## src/rtl/multicycle_decoder.sv

```systemverilog
// Multicycle ARM-subset control unit.
// A Moore FSM sequences each instruction through its datapath steps.
// The decode fields (imm_src, reg_src, flags, pcs) are combinational on op/funct/rd.
module multicycle_decoder #(
  parameter int ALU_CTL_W = 3,
  parameter bit ENABLE_BL = 1'b1
) (
  input  logic                 clk,
  input  logic                 reset,
  input  logic [1:0]           op,
  input  logic [5:0]           funct,
  input  logic [3:0]           rd,
  output logic                 ir_write,
  output logic                 next_pc,
  output logic                 branch,
  output logic                 reg_w,
  output logic                 mem_w,
  output logic                 link,
  output logic                 adr_src,
  output logic [1:0]           alu_src_a,
  output logic [1:0]           alu_src_b,
  output logic [1:0]           result_src,
  output logic [1:0]           imm_src,
  output logic [1:0]           flag_w,
  output logic [1:0]           reg_src,
  output logic [ALU_CTL_W-1:0] alu_ctl,
  output logic                 pcs,
  output logic                 no_write,
  output logic                 shift,
  output logic                 swap,
  output logic                 inv,
  output logic                 illegal,
  output logic [3:0]           state
);

  typedef enum logic [3:0] {
    FETCH    = 4'd0,
    DECODE   = 4'd1,
    MEMADR   = 4'd2,
    MEMREAD  = 4'd3,
    MEMWB    = 4'd4,
    MEMWRITE = 4'd5,
    EXECR    = 4'd6,
    EXECI    = 4'd7,
    ALUWB    = 4'd8,
    BRANCH   = 4'd9,
    LINK     = 4'd10
  } state_t;

  localparam logic [2:0] ALU_ADD = 3'b000;
  localparam logic [2:0] ALU_SUB = 3'b001;
  localparam logic [2:0] ALU_AND = 3'b010;
  localparam logic [2:0] ALU_ORR = 3'b011;
  localparam logic [2:0] ALU_ADC = 3'b100;

  state_t     state_q, state_d;
  logic [3:0] cmd;
  logic       s_bit, i_bit;
  logic       arith, reg_writer;
  logic [2:0] dp_alu, alu3;

  assign cmd   = funct[4:1];
  assign s_bit = funct[0];
  assign i_bit = funct[5];
  assign state = state_q;

  // State register; reset wins from any state, even mid-instruction.
  always_ff @(posedge clk) begin
    if (reset) state_q <= FETCH;
    else       state_q <= state_d;
  end

  // Next-state: the instruction class picks the path out of DECODE.
  always_comb begin
    state_d = FETCH;
    case (state_q)
      FETCH:  state_d = DECODE;
      DECODE: begin
        case (op)
          2'b01:   state_d = MEMADR;
          2'b00:   state_d = i_bit ? EXECI : EXECR;
          2'b10:   state_d = BRANCH;
          default: state_d = FETCH;
        endcase
      end
      MEMADR:   state_d = s_bit ? MEMREAD : MEMWRITE;
      MEMREAD:  state_d = MEMWB;
      MEMWB:    state_d = FETCH;
      MEMWRITE: state_d = FETCH;
      EXECR:    state_d = ALUWB;
      EXECI:    state_d = ALUWB;
      ALUWB:    state_d = FETCH;
      BRANCH:   state_d = (ENABLE_BL && funct[4]) ? LINK : FETCH;
      LINK:     state_d = FETCH;
      default:  state_d = FETCH;
    endcase
  end

  // Data-processing ALU op chosen by cmd; RSB reuses SUB with swapped operands.
  always_comb begin
    dp_alu = ALU_ADD;
    case (cmd)
      4'b0100: dp_alu = ALU_ADD;
      4'b0010: dp_alu = ALU_SUB;
      4'b1010: dp_alu = ALU_SUB;
      4'b0011: dp_alu = ALU_SUB;
      4'b0000: dp_alu = ALU_AND;
      4'b1100: dp_alu = ALU_ORR;
      4'b1101: dp_alu = ALU_ORR;
      4'b1111: dp_alu = ALU_ORR;
      4'b0101: dp_alu = ALU_ADC;
      default: dp_alu = ALU_ADD;
    endcase
  end

  // Instruction-field decode, independent of state.
  always_comb begin
    shift    = (cmd == 4'b1101);
    swap     = (cmd == 4'b0011);
    inv      = (cmd == 4'b1111);
    no_write = (cmd == 4'b1010);
    arith    = (cmd == 4'b0100) || (cmd == 4'b0010) || (cmd == 4'b0101) ||
               (cmd == 4'b0011) || (cmd == 4'b1010);
    imm_src  = (op == 2'b11) ? 2'b00 : op;
    reg_src  = {(op == 2'b01) && !s_bit, (op == 2'b10)};
    flag_w   = (op == 2'b00) ? {s_bit, s_bit && arith} : 2'b00;
    // LDR and non-compare data processing are the only register writers.
    reg_writer = ((op == 2'b00) && !no_write) || ((op == 2'b01) && s_bit);
    pcs        = (op == 2'b10) || ((rd == 4'd15) && reg_writer);
  end

  // Per-state datapath controls; strobes are masked while reset is held.
  always_comb begin
    ir_write   = 1'b0;
    next_pc    = 1'b0;
    branch     = 1'b0;
    reg_w      = 1'b0;
    mem_w      = 1'b0;
    link       = 1'b0;
    illegal    = 1'b0;
    adr_src    = 1'b0;
    alu_src_a  = 2'b00;
    alu_src_b  = 2'b00;
    result_src = 2'b00;
    alu3       = ALU_ADD;
    case (state_q)
      FETCH: begin
        alu_src_a  = 2'b01;
        alu_src_b  = 2'b10;
        result_src = 2'b10;
        ir_write   = 1'b1;
        next_pc    = 1'b1;
      end
      DECODE: begin
        alu_src_a  = 2'b01;
        alu_src_b  = 2'b10;
        result_src = 2'b10;
        illegal    = (op == 2'b11);
      end
      MEMADR:   alu_src_b = 2'b01;
      MEMREAD:  adr_src   = 1'b1;
      MEMWB: begin
        result_src = 2'b01;
        reg_w      = 1'b1;
      end
      MEMWRITE: begin
        adr_src = 1'b1;
        mem_w   = 1'b1;
      end
      EXECR: alu3 = dp_alu;
      EXECI: begin
        alu_src_b = 2'b01;
        alu3      = dp_alu;
      end
      ALUWB: begin
        reg_w = !no_write;
        alu3  = dp_alu;
      end
      BRANCH: begin
        alu_src_a  = 2'b10;
        alu_src_b  = 2'b01;
        result_src = 2'b10;
        branch     = 1'b1;
      end
      LINK: begin
        alu_src_a  = 2'b01;
        alu_src_b  = 2'b10;
        result_src = 2'b10;
        alu3       = ALU_SUB;
        reg_w      = 1'b1;
        link       = 1'b1;
      end
      default: ;
    endcase
    if (reset) begin
      ir_write = 1'b0;
      next_pc  = 1'b0;
      branch   = 1'b0;
      reg_w    = 1'b0;
      mem_w    = 1'b0;
      link     = 1'b0;
      illegal  = 1'b0;
    end
  end

  assign alu_ctl = ALU_CTL_W'(alu3);

endmodule

```

## config.mk

```make
export PLATFORM = sky130hd
export DESIGN_NAME = multicycle_decoder
export DESIGN_NICKNAME = d
export VERILOG_FILES = /design/src/rtl/multicycle_decoder.sv
export SDC_FILE = /design/constraint.sdc
export NUM_CORES = 1
export LEC_CHECK = 0
export ABC_AREA = 1
export CAP_MARGIN = 10
export CORE_UTILIZATION = 30
export CTS_BUF_LIST = sky130_fd_sc_hd__clkbuf_2
export CTS_CLUSTER_SIZE = 24
export DETAILED_ROUTE_END_ITERATION = 10
export MAX_ROUTING_LAYER = met4
export PLACE_DENSITY_LB_ADDON = 0.08
export SKIP_CTS_REPAIR_TIMING = 1
export SKIP_LAST_GASP = 1
export SLEW_MARGIN = 20
export SYNTH_ARGS = -nofsm -noshare
export SYNTH_HDL_FRONTEND = slang
export SYNTH_SLANG_ARGS = --single-unit
```

## constraint.sdc

```tcl
create_clock -name clk -period 1 [get_ports clk]
set_input_delay 0.1 -clock clk [delete_from_list [all_inputs] [get_ports clk]]
set_output_delay 0.1 -clock clk [all_outputs]
set_load 0.02 [all_outputs]
```

## Yosys cells after proc, flatten, opt, wreduce, memory -nomap -nowiden

Memories as Yosys holds them, arrays and structs flattened.
Index checks and enable logic that the tools add are counted.

| word-level totals | value |
|---|---|
| bits in registers | 4 |
| bits in read-only memories | 48 |
| bits of input ports | 14 |
| output and inout port bits | 32 |
| logic and storage cells | 69 |
| memories | 1 |

Memory list:

| name | words | bits a word | rd ports | clocked after Yosys merged registers in | wr ports | line | source |
|---|---|---|---|---|---|---|---|
| (name not given) | 16 | 3 | 1 | 0 | 0 | 102 | `case (cmd)` |

| cells by class | value |
|---|---|
| equality and inequality tests | 21 |
| mux-type cells | 24 |
| reduce and logical (&&, ||, !) cells | 22 |

Operators with widths:

| cell | number |
|---|---|
| 4-bit == test, second input constant | 7 |
| 4-bit by 3-bit == test with 1-bit output, second input constant | 6 |
| 4-bit case mux with 6 select lines | 1 |
| 4-bit by 2-bit == test with 1-bit output, second input constant | 4 |
| 1-bit 2-to-1 mux | 13 |
| 2-bit case mux with 2 select lines | 3 |
| 4-bit case mux with 3 select lines | 1 |
| 3-bit OR reduction | 3 |
| 1-bit logical OR | 6 |
| 3-bit case mux with 2 select lines | 1 |
| 2-bit OR reduction | 3 |
| 1-bit logical AND | 5 |
| 2-bit == test, second input constant | 2 |
| 4-bit by 1-bit == test with 1-bit output, second input constant | 1 |
| 4-bit zero test | 1 |
| 2-bit 2-to-1 mux | 2 |
| 4-bit 2-to-1 mux | 1 |
| 4-bit OR reduction | 1 |
| 3-bit 2-to-1 mux | 1 |
| 2-bit by 1-bit == test with 1-bit output, second input constant | 1 |
| 1-bit zero test | 2 |
| 2-bit zero test | 1 |
| 1-bit case mux with 2 select lines | 1 |

## Depth between registers and ports, before layout

| depth | value |
|---|---|
| word-level depth | 7 |
| mapped depth | 7 |

## Worst setup path after synthesis

Ideal clock, no wire load.

| timing path | value |
|---|---|
| path type | register -> output |
| start | register state_q[2] (netlist: state[2]) |
| end | output port next_pc |
| data arrival time | 1.675 ns |
| path slack | -0.775 ns |
| stages on the path, launching flop included | 5 |
| path through | dfxtp_1 nor2_4 inv_2 nor4_1 buf_4 |

| between the ends | value |
|---|---|
| longest elaborated chain between the ends | 3 |

RTL lines:

| what | line | source |
|---|---|---|
| from (decl) | 56 | `state_t state_q, state_d;` |
| from (signal assigned) | 70 | `else state_q <= state_d;` |
| 4-bit zero test | - |  |
| 1-bit 2-to-1 mux (2 in a row) | - |  |
| to (decl) | 14 | `output logic next_pc,` |

Every way passes these cells.

## Worst setup path in the final report

| timing path | value |
|---|---|
| start | register state_q[1] (netlist: state[1]) |
| end | output port illegal |

| between the ends | value |
|---|---|
| longest elaborated chain between the ends | 3 |

RTL lines:

| what | line | source |
|---|---|---|
| 4-bit by 1-bit == test with 1-bit output | 146 | `case (state_q)` |
| 1-bit 2-to-1 mux | 146 |  |
| 1-bit 2-to-1 mux | 195 | `if (reset) begin` |
| to (decl) | 32 | `output logic illegal,` |

Every way passes these cells.

==> run metrics <==
Place WS=-0.896 ns; endpoints failing hold=0; total global routing overflow=0; register area=between 90 and 100 µm²; CTS Sinks=4; Post-Place Cell Area=around 0.0013 mm²; final setup margin=-0.376 ns; Reg power frac=approximately a fifth; chip height=45.5 µm; Worst Path Arrival=roughly 1.3 ns; met1 usage=25.1%; Core Region=between 0.0015 and 0.002 mm²; routed vias=about 1000; Remaining DRCs=0; sequential fraction of the synthesis area=14.1%; Synth Cell Area=between 500 and 600 µm²; register bit total from synthesis=4; Syn Inst Count=between 100 and 150; Final Cycle Share=138%; Synth Warn #=0; GR met3 Demand/Resource=under 10%; most used routing layer in global routing=met2; Finished Core Util=roughly 86%; max_cap viols=0; clock-pin slew on the worst setup and hold paths=0.06 ns; most common cell after layout, fill and taps aside=buf_4; antenna violations before repair=0; final-report max-slew violation count=0; Starting Density=between 30% and 40%; # rows=15; WL/cell=around 13 µm; crit path time final=approximately 1.4 ns; worst clock skew=about 0.014 ns; Peak VDD IR=around 550 µV; multi-input logic area=a little over 600 µm²; Final HPWL DP=between 1.5 and 2 mm; Post-Route WL=2.81 mm; sum of buffers and inverters on the critical path=2; nets@finish=between 150 and 200; gpl congestion=between 0.8 and 0.9; clock network power share=between 15 and 20%; Startpoint Class=flop; Synth area leaders=nand2_1 (20%), dfxtp_1 (14%), nor2_1 (13%); CTS buffer count=3; top-area cell type share of the netlist area=19.9%; antenna cells=0; htree depth=1; Synth area leader=nand2_1; Worst Tran Pin Value=between 0.3 and 0.4 ns; Setup violations, final=22; P_leak=approximately 0.96 nW; clock root cell=clkbuf_2; Filler Cells Inserted=109; crit end category=output pin; crit path max fanout=6; Internal=0.000568 W; CP top delay family=simple AND/OR/NAND/NOR gates; status=complete, but fails checks; Yosys cell types=18; Combinational Power Share=between 60 and 70%; maximum operating frequency=approximately 730 MHz; Antenna Nets Post-Route=0; CTS tree=yes; RSZ-0062 raised after global routing=yes; clk_lat worst skew=between 0.2 and 0.25 ns; Slowest-stage cell, CP=dfxtp_4; Crit path required time=0.90 ns; Max-Slew Margin vs Limit=76.6%; largest net degree at the start of global routing=10; cell area after layout=~0.0015 mm²; kind of critical path=flop to output pin; first-pass GRT wire length=3.44 mm; PnR Total Power=around 0.0011 W; Bufs on Longest Clock Path=2; Die Wd=between 40 and 50 µm; failing checks=setup timing; Initial DRT Pass Iterations=4; die area=~0.0021 mm²; Hold WC Path Type=input pin to flop; max reg flops=4; setup TNS=-6.09 ns; Psw=0.000482 W; area delta synth->final=165%; crit-path cells=inv_4 > nand2_1 > nor2_4 > nand3_1 > nor2_1 > buf_4; CP max stage delay=0.38 ns; Syn Nets=roughly 130; layout cells sized above 1=65.0%; syn avg cell area=~5.1 µm²; vias in the first global route=between 800 and 900; Top Ports=46; Total GRT Usage=about a quarter; Via density=around 5; routing usage on met2=between 40 and 50%; Pwr per Cell Area=around 700 mW/mm²; Iter 0 DRT Violations=3; switching share of power=approximately 46%; # port buffers=45; most frequent cells in the layout=buf_4 (34), nand2_1 (15), dlymetal6s2s_1 (15)
-- worst reg2reg max path, stage by stage (launching register included) --
cell and delay, ns:
dfxtp_4 0.40, inv_4 0.04, nor2_4 0.16, buf_6 0.16, buf_6 0.10, nand3_2 0.07
nand3_1 0.10, nand2_1 0.05, inv_1 0.04
-- final cells by class --
cell class                 count  area share, %
timing repair buffer          73           43.5
multi-input combinational     83           41.3
sequential                     4           6.32
inverter                      20           5.82
tap                           25           2.08
clock buffer                   3          0.998
-- power by group through the flow --
stage                     Clock [W]  Sequential, W  Combinational, W
after floorplan                   0       0.000206          0.000304
after global placement            0       0.000202          0.000577
after detailed placement          0       0.000202          0.000590
after CTS                  0.000152       0.000199          0.000592
after global routing       0.000174       0.000204          0.000730
final                      0.000162       0.000202          0.000687
-- per-stage QoR --
stage          cells  hold WS (ns)
6_report         208         0.445
5_1_grt          208         0.467
4_1_cts          204         0.653
3_5_place_dp     201         0.642
3_3_place_gp     201         0.626
2_1_floorplan    111         0.281
-- layer usage --
metal	vias to the layer above	part of all wire (%)
li1	490	-
met5	-	0
met1	481	38
met3	10	3.6
met2	40	56
met4	0	2.8
-- synthesized netlist by cell type (all sizes together) --
cell and n:
inv 20, nand3 11, o31ai 1, nor4 2
o21ai 5, nand4 1, buf 4, nor3 3
o211ai 1, nor2 26, nand2 31, a21oi 2
dfxtp 4
-- logic make-up (layout without fill, tap and decap cells) --
kind of cell	Yosys count	count (layout)	share of synthesized area, %
flops	4	4	14.1
compound gates	9	9	8.83
simple gates	74	74	59.2
buf+inv	24	96	17.9
-- worst paths after layout --
check                start  endpoint  slack [ns]  cells past startpoint
hold / removal    funct[0]  state[1]        0.44                      6
setup reg to reg  state[3]  state[3]       -0.17                      8
hold reg to reg   state[0]  state[0]        0.65                      3
setup / recovery  state[1]   illegal       -0.38                      6
(Power assumes the default switching activity.)
